**config.mk**
```make
export PLATFORM = sky130hd
export DESIGN_NAME = divider_top
export DESIGN_NICKNAME = d
export VERILOG_FILES = /design/src/rtl/divider_top.sv
export SDC_FILE = /design/constraint.sdc
export NUM_CORES = 1
export LEC_CHECK = 0
export CORE_ASPECT_RATIO = 0.9
export CORE_MARGIN = 1
export CORE_UTILIZATION = 33
export DETAILED_ROUTE_END_ITERATION = 16
export GPL_TIMING_DRIVEN = 0
export PLACE_DENSITY = 0.46
export SKIP_CTS_REPAIR_TIMING = 1
export SYNTH_ARGS = -nofsm -noshare
export SYNTH_HDL_FRONTEND = slang
export SYNTH_SLANG_ARGS = --single-unit
```
**constraint.sdc**
```tcl
create_clock -name clk -period 12.41 [get_ports clk]
set_input_delay 2.482 -clock clk [delete_from_list [all_inputs] [get_ports clk]]
set_output_delay 2.482 -clock clk [all_outputs]
set_load 0.05 [all_outputs]
```
**src/rtl/divider_top.sv**
```systemverilog
// Iterative radix-2 restoring divider for RV64M DIV/DIVU/REM/REMU and their W forms.
// Define DIV_FAST_SPECIAL_EN to finish divide-by-zero and signed overflow without iterating.
package decode_pkg;
  typedef enum logic [3:0] {
    OP_NOP, OP_ADD, OP_MUL, OP_MULH,
    OP_DIV, OP_DIVU, OP_REM, OP_REMU,
    OP_DIVW, OP_DIVUW, OP_REMW, OP_REMUW
  } op_t;
endpackage

module divider_top
  import decode_pkg::*;
#(
  parameter int unsigned XLEN = 64
) (
  input  logic            clk,
  input  logic            reset,
  input  logic            valid,
  input  op_t             op,
  input  logic [XLEN-1:0] a_in,
  input  logic [XLEN-1:0] b_in,
  output logic            done,
  output logic [XLEN-1:0] c
);
  localparam int unsigned CNT_W = 7;
  localparam logic [XLEN-1:0] MIN64 = {1'b1, {(XLEN-1){1'b0}}};
  localparam logic [XLEN-1:0] MIN32 = {{(XLEN-31){1'b1}}, {31{1'b0}}};

  typedef enum logic [1:0] {IDLE, CALC, FIN} state_t;

  state_t            state_q, state_d;
  logic              done_d;
  logic [XLEN-1:0]   c_d;
  logic [XLEN-1:0]   rem_q, rem_d, quo_q, quo_d, div_q, div_d, a_q, a_d;
  logic [CNT_W-1:0]  cnt_q, cnt_d;
  logic              is_rem_q, is_rem_d, w_q, w_d, neg_q_q, neg_q_d, neg_r_q, neg_r_d;
  logic              dz_q, dz_d, ov_q, ov_d;

  // Op decode
  logic is_div_op, sgn_op, w_op, rem_op;
  always_comb begin
    is_div_op = 1'b1;
    sgn_op    = 1'b0;
    w_op      = 1'b0;
    rem_op    = 1'b0;
    case (op)
      OP_DIV:   sgn_op = 1'b1;
      OP_DIVU:  ;
      OP_REM:   begin sgn_op = 1'b1; rem_op = 1'b1; end
      OP_REMU:  rem_op = 1'b1;
      OP_DIVW:  begin sgn_op = 1'b1; w_op = 1'b1; end
      OP_DIVUW: w_op = 1'b1;
      OP_REMW:  begin sgn_op = 1'b1; w_op = 1'b1; rem_op = 1'b1; end
      OP_REMUW: begin w_op = 1'b1; rem_op = 1'b1; end
      default:  is_div_op = 1'b0;
    endcase
  end

  // Operand prep: W extension, magnitudes and special-case detection
  logic [XLEN-1:0] a_ext, b_ext, a_mag, b_mag;
  logic            sa, sb, dz_in, ov_in;
  always_comb begin
    if (w_op) begin
      a_ext = sgn_op ? {{(XLEN-32){a_in[31]}}, a_in[31:0]} : {{(XLEN-32){1'b0}}, a_in[31:0]};
      b_ext = sgn_op ? {{(XLEN-32){b_in[31]}}, b_in[31:0]} : {{(XLEN-32){1'b0}}, b_in[31:0]};
    end else begin
      a_ext = a_in;
      b_ext = b_in;
    end
    sa    = sgn_op & a_ext[XLEN-1];
    sb    = sgn_op & b_ext[XLEN-1];
    a_mag = sa ? XLEN'(-a_ext) : a_ext;
    b_mag = sb ? XLEN'(-b_ext) : b_ext;
    dz_in = (b_ext == '0);
    ov_in = sgn_op & (b_ext == '1) & (a_ext == (w_op ? MIN32 : MIN64));
  end

  // One restoring step; the shifted remainder needs one extra bit for unsigned divisors
  logic [XLEN:0]   rem_sh;
  logic            ge;
  logic [XLEN-1:0] rem_step, quo_step;
  always_comb begin
    rem_sh   = {rem_q, quo_q[XLEN-1]};
    ge       = (rem_sh >= {1'b0, div_q});
    rem_step = ge ? XLEN'(rem_sh - {1'b0, div_q}) : rem_sh[XLEN-1:0];
    quo_step = {quo_q[XLEN-2:0], ge};
  end

  function automatic logic [XLEN-1:0] fix_result(
    input logic [XLEN-1:0] q, input logic [XLEN-1:0] r, input logic [XLEN-1:0] a,
    input logic is_rem, input logic w, input logic neg_q, input logic neg_r,
    input logic dz, input logic ov);
    logic [XLEN-1:0] res;
    if (dz)          res = is_rem ? a : '1;
    else if (ov)     res = is_rem ? '0 : (w ? MIN32 : MIN64);
    else if (is_rem) res = neg_r ? XLEN'(-r) : r;
    else             res = neg_q ? XLEN'(-q) : q;
    if (w) res = {{(XLEN-32){res[31]}}, res[31:0]};
    return res;
  endfunction

  // Next-state and registered-output logic
  always_comb begin
    state_d  = state_q;
    done_d   = 1'b0;
    c_d      = c;
    rem_d    = rem_q;
    quo_d    = quo_q;
    div_d    = div_q;
    a_d      = a_q;
    cnt_d    = cnt_q;
    is_rem_d = is_rem_q;
    w_d      = w_q;
    neg_q_d  = neg_q_q;
    neg_r_d  = neg_r_q;
    dz_d     = dz_q;
    ov_d     = ov_q;
    case (state_q)
      IDLE: begin
        if (valid && is_div_op) begin
          a_d      = a_ext;
          div_d    = b_mag;
          rem_d    = '0;
          quo_d    = w_op ? {a_mag[31:0], {(XLEN-32){1'b0}}} : a_mag;
          cnt_d    = w_op ? CNT_W'(32) : CNT_W'(64);
          is_rem_d = rem_op;
          w_d      = w_op;
          neg_q_d  = sa ^ sb;
          neg_r_d  = sa;
          dz_d     = dz_in;
          ov_d     = ov_in;
          state_d  = CALC;
`ifdef DIV_FAST_SPECIAL_EN
          if (dz_in || ov_in) begin
            state_d = FIN;
            done_d  = 1'b1;
            c_d     = fix_result('0, '0, a_ext, rem_op, w_op, sa ^ sb, sa, dz_in, ov_in);
          end
`endif
        end
      end
      CALC: begin
        if (!valid) begin
          state_d = IDLE;
        end else begin
          rem_d = rem_step;
          quo_d = quo_step;
          cnt_d = cnt_q - CNT_W'(1);
          if (cnt_q == CNT_W'(1)) begin
            state_d = FIN;
            done_d  = 1'b1;
            c_d     = fix_result(quo_step, rem_step, a_q, is_rem_q, w_q, neg_q_q, neg_r_q,
                                 dz_q, ov_q);
          end
        end
      end
      FIN:     state_d = IDLE;
      default: state_d = IDLE;
    endcase
  end

  always_ff @(posedge clk) begin
    if (reset) begin
      state_q  <= IDLE;
      done     <= 1'b0;
      c        <= '0;
      rem_q    <= '0;
      quo_q    <= '0;
      div_q    <= '0;
      a_q      <= '0;
      cnt_q    <= '0;
      is_rem_q <= 1'b0;
      w_q      <= 1'b0;
      neg_q_q  <= 1'b0;
      neg_r_q  <= 1'b0;
      dz_q     <= 1'b0;
      ov_q     <= 1'b0;
    end else begin
      state_q  <= state_d;
      done     <= done_d;
      c        <= c_d;
      rem_q    <= rem_d;
      quo_q    <= quo_d;
      div_q    <= div_d;
      a_q      <= a_d;
      cnt_q    <= cnt_d;
      is_rem_q <= is_rem_d;
      w_q      <= w_d;
      neg_q_q  <= neg_q_d;
      neg_r_q  <= neg_r_d;
      dz_q     <= dz_d;
      ov_q     <= ov_d;
    end
  end
endmodule

```
After elaboration in Yosys (flattened, before gate mapping)
Cells that the tools add are included.
- divide/modulo/power cells: 0
- reduce and logical (&&, ||, !) cells: 13
- mux-type cells: 37
- shift-type cells: 0
- order comparisons: 1
- add/subtract/negate cells: 6
- bitwise operators: 7
- equality and inequality tests: 15
- $mul: 0
- operators by type and width (operator ; number):
    $mux 64 ; 20
    $neg 64->64 ; 4
    $pmux 64 s2 ; 2
    $mux 63 ; 2
    $ge 65x64->1 ; 1
    $eq 64x64->1 ; 1
    $eq 64x64->1 const B ; 1
    $logic_not 64->1 ; 1
    $sub 64x64->64 ; 1
    $mux 7 ; 3
    $eq 4x3->1 const B ; 4
    $eq 4x4->1 const B ; 4
    $pmux 7 s2 ; 1
    $reduce_or 4->1 ; 3
    $reduce_or 8->1 ; 1
    $eq 7x1->1 const B ; 1
    $sub 7x1->7 const B ; 1
    $mux 2 ; 3
    $reduce_and 3->1 ; 2
    $mux 1 ; 5
    $and 1x1->1 ; 4
    $ne 2x2->1 const B ; 2
    $pmux 2 s2 ; 1
    $reduce_and 2->1 ; 2
    8 further kinds ; 9
- bits of input ports: 135
- bits in writable memories: 0
- output and inout bits: 65
- memory bits (read-only): 0
- bits in registers: 336
- bits in latches: 0
- memories kept: 0
- word-level logic and storage cells: 93

Longest topological paths before layout
- depth after elaboration: 10
- depth in mapped cells: 29
- depth with buffers taken out: 23

Worst setup path before layout
OpenSTA, ideal clock, no wires.
- path kind: reg2reg
- start: reg rem_q[25]
- end: reg c[62]
- path buffers: 6
- data required time: 12276 ps
- setup time: 134 ps
- arrival: 6391 ps
- stages on the path, launching flop included: 27
- path slack: 5885 ps
- cell sequence: dfxtp_1 -> ha_1 -> buf_2 -> nand4_2 -> nor3_4 -> and3_1 -> o21a_1 -> o21ai_1 -> nand2_2 -> buf_2 -> buf_2 -> buf_2 -> buf_2 -> buf_1 -> mux2i_1 -> ha_1 -> o21ai_0 -> a2111oi_4 -> nand3b_1 -> nor4b_2 -> a41oi_1 -> or4_1 -> or4_1 -> o31ai_2 -> xnor2_1 -> a2111oi_2 -> nor4_1
- cells in the longest elaborated chain, start to end: 8
- ends and longest elaborated chain (item ; RTL line ; text):
    start, declared ; 34 ; logic [XLEN-1:0] rem_q, rem_d, quo_q, quo_d, div_q, div_d, a_q, a_d;
    start signal, assigned ; 182 ; rem_q <= rem_d;
    $sub 64x64->64 / $ge 65x64->1 (equally long branches) ; 85, 84 ;
    $mux 64 ; 85 ; rem_step = ge ? XLEN'(rem_sh - {1'b0, div_q}) : rem_sh[XLEN-1:0];
    $neg 64->64 ; 96 ; else if (is_rem) res = neg_r ? XLEN'(-r) : r;
    $mux 64 ; 96 ;
    $mux 64 * ; 96 ;
    $mux 64 * ; 95 ; else if (ov) res = is_rem ? '0 : (w ? MIN32 : MIN64);
    $mux 64 * ; 94 ; if (dz) res = is_rem ? a : '1;
    $mux 64 * ; 98 ; if (w) res = {{(XLEN-32){res[31]}}, res[31:0]};
    end signal, assigned ; 166 ; c <= '0;
    end signal, assigned ; 181 ; c <= c_d;
    end, declared ; 23 ; output logic [XLEN-1:0] c
Every way passes the cells marked *; elsewhere a longest branch is shown, timed or not.
A chain may end at the register's enable or synchronous reset.

Final worst setup path
- start: reg rem_q[55]
- end: reg c[58]
Same word-level chain as after synthesis.

==> flow_metrics.py <==
metrics = {
    "power_and_ir_drop": {
        "p_int_w": 0.00213,
        "switching_share_pct": 37.8,
        "power_frac_clock_pct": 37.2,
        "peakVddDrop_v": 0.000105,
        "p_per_area_nw_per_um2": 107,
        "combPwrFrac_pct": 27.5,
        "p_leak_nw": 11.2,
        "power_switching_w": 0.00129,
        "p_seq_share_pct": 35.3,
    },
    "timing": {
        "maxSlewViolCount": 11,
        "clock-skew-final_ps": 38.6,
        "setup_tns_ps": 0,
        "setup_slack_ps": 2220,
        "fmax_ghz": 0.0981,
        "slew_headroom_pct": -1.59,
        "fin_crit_sh_pct": 82.1,
        "tightest_slew_ps": 1520,
        "report.final.setup_viol": 0,
        "min_period_ps": 10190,
        "grt_setup_unrepaired": "no",
        "finalHoldViolations": 0,
    },
    "synth": {
        "synth_enable_flop_cells": 0,
        "synth-seq-cells": 336,
        "yosysMostFrequentCell": "nor2_1",
        "ys_seq_area_share_pct": 24.6,
        "syn_inst": 3892,
        "synth_commonest_cells": "nor2_1 (499), nand2_1 (425), a21oi_1 (343)",
        "yosysTopAreaCell": "dfxtp_1",
        "synth_ff_type": "dfxtp_1",
        "ys_warn_count": 0,
        "synth_cell_types": 106,
        "syn_nets": 4099,
        "synth.avg_cell_area_um2": 7.04,
        "synthesis.area_um2": 27400,
        "postSynth.asyncResetShare_pct": 0,
        "yosys-top-cells-area": "dfxtp_1 (25%), nor2_1 (6.8%), a21oi_1 (6.3%), nand2_1 (5.8%), o21ai_0 (4.3%)",
        "synth_top_area_share_pct": 24.6,
    },
    "clock_tree": {
        "htree_levels": 2,
        "cts.sinks": 336,
        "path_clk_slew_ps": 60,
        "cts_inserted_buffers": 43,
        "cts_tree": "built",
        "cts_buffer_depth": 3,
        "cts-root-buf": "clkbuf_16",
        "insertion_delay_ps": 600,
    },
    "min_path": {
        "hold-path-cell-count": 2,
        "min_path_type": "reg -> reg",
    },
    "run": {
        "maxCapViolCount": 1,
    },
    "route": {
        "via_per_inst": 6.36,
        "drtPass1Iterations": 6,
        "wl_per_cell_um": 31.0,
        "drc_errors": 0,
        "drt-total-wl_mm": 162,
        "vias": 33300,
        "ant_nets": 0,
        "drt_iter0_markers": 4525,
    },
    "placed_design": {
        "dpl.hpwl_mm": 133,
        "globalplace.congestion": 1.01,
        "dp_slack_ps": 2740,
        "portBuffers": 196,
    },
    "floorplan": {
        "rows": 99,
        "die_w_um": 306,
        "dieHeight_um": 275,
        "dieArea_um2": 84100,
        "initial_core_util_pct": 33.5,
        "coreArea_um2": 81600,
        "ioPinCount": 200,
    },
    "grt": {
        "grt_max_degree": 13,
        "grt_usage_pct": 37.2,
        "grt_pass1_vias": 30000,
        "antenna_found_initial": 8,
        "grt_first_pass_wirelength_mm": 227,
        "grt_overflow": 0,
    },
    "critical_path": {
        "arrival_ps": 10630,
        "worst-r2r-cell-count": 27,
        "cp-start-kind": "flip-flop",
        "cp_max_fo": 10,
        "worstPathRequired_ps": 12850,
        "path_class": "reg -> reg",
        "endpoint_kind": "flip-flop",
    },
    "finish": {
        "final_core_util_pct": 39.3,
        "final_net_count": 4341,
        "final_layout_size_suffix_gt1_share_pct": 4.54,
        "syn_to_final_growth_pct": 17.2,
    },
    "status": {
        "violations": "max-capacitance violations, max-slew violations",
        "outcome": "complete, but fails checks",
    },
}
[path summary, 6_finish.rpt]
| path | startpoint | endpoint | slack, ps |
|---|---|---|---|
| max | rem_q[55]$_SDFFE_PP0P_ | c[58]$_SDFFE_PP0P_ | 2220 |
| max reg2reg | rem_q[55]$_SDFFE_PP0P_ | c[58]$_SDFFE_PP0P_ | 2220 |
| min reg2reg | c[2]$_SDFFE_PP0P_ | c[2]$_SDFFE_PP0P_ | 450 |
| min | c[2]$_SDFFE_PP0P_ | c[2]$_SDFFE_PP0P_ | 450 |
[per-stage QoR]
step                power, W  std cells  hold WS [ps]  instance area [um2]
finish               0.00342       5227           450                32100
global route         0.00352       5224           467                32100
CTS                  0.00338       5224           450                32100
detailed placement   0.00212       5149           442                30700
global placement     0.00213       5148           441                30700
floorplan            0.00172       3892           431                27400
[registers in the layout, summed over array words and instances, names as in the netlist]
signal and cells:
done 1, div_q 64, rem_q 64, ov_q 1, is_rem_q 1, a_q 64, neg_r_q 1, c 64
dz_q 1, neg_q_q 1, cnt_q 7, state_q 2, quo_q 64, w_q 1
[routing by layer]
layer	vias to the layer above	GRT usage [%]	routed length [um]
met3	239	9.44	19700
met1	16100	54.1	72300
met5	-	0	29
met2	2019	53.8	65700
met4	4	9.38	4590
li1	14800	-	-
[worst max-delay path, stage by stage, from the launching register on]
cell       delay, ps
dfxtp_1          360
ha_1             300
clkbuf_1         320
nand2_1          380
nor4_1           910
nand4_1          180
o21bai_1         210
a221oi_1         100
nand2_2          270
buf_2            330
buf_2            400
buf_2            380
buf_1            700
buf_1            730
a21oi_1          260
inv_1            100
ha_1             260
o21ai_0          200
a2111oi_4        390
nand3b_1         230
nor4b_2          350
a41oi_1          340
nor4_1           730
nand2_1          240
o41ai_1          460
xnor2_1          240
a221oi_1         530
nor3_1           100
[power by group through the flow]
stage | clock [W] | sequential [W] | combinational [W]
5_1_grt | 0.00132 | 0.00121 | 0.000992
2_1_floorplan | 0 | 0.00118 | 0.000537
3_3_place_gp | 0 | 0.00122 | 0.000907
3_5_place_dp | 0 | 0.00122 | 0.000900
4_1_cts | 0.00128 | 0.00120 | 0.000904
6_report | 0.00127 | 0.00121 | 0.000941
[final cells by class]
cell class                      instances  area (um2)
Antenna cell                            3        7.51
Inverter                              106         398
Fill cell                            8909       49500
Clock inverter                         16         164
Multi-Input combinational cell       3168       19200
Tap cell                             1060        1330
Sequential cell                       336        6730
Timing Repair Buffer                  197        1970
Buffer                                282        1120
Clock buffer                           59        1230
[cells by family (layout without fill, tap and decap cells)]
kind of cell / Yosys count / in the layout / synth area share, %
AND/OR/NAND/NOR: 1538 / 1538 / 26.4
AO/OA/AOI/OAI: 1264 / 1264 / 30.5
buffers and inverters: 388 / 660 / 5.54
flip-flops: 336 / 336 / 24.6
XOR/XNOR: 250 / 250 / 8.00
adder cells (fa/ha/maj): 72 / 72 / 3.32
multiplexers: 44 / 44 / 1.66
other: 0 / 3 / 0
[cell usage in the layout (no fill, tap or decap), types with 67 or more instances in the layout]
master | Yosys | routed
a31oi_1 | 79 | 79
xnor2_1 | 132 | 132
clkbuf_1 | 212 | 218
clkdlybuf4s50_1 | 0 | 196
o21ai_0 | 234 | 234
a211oi_1 | 127 | 127
o31ai_1 | 67 | 67
nor2_1 | 499 | 499
inv_1 | 104 | 104
ha_1 | 71 | 71
nand3_1 | 87 | 87
nor3_1 | 166 | 166
xor2_1 | 118 | 118
dfxtp_1 | 336 | 336
nand2_1 | 425 | 425
a21oi_1 | 343 | 343
No activity file was read; power rests on OpenSTA's default activity.
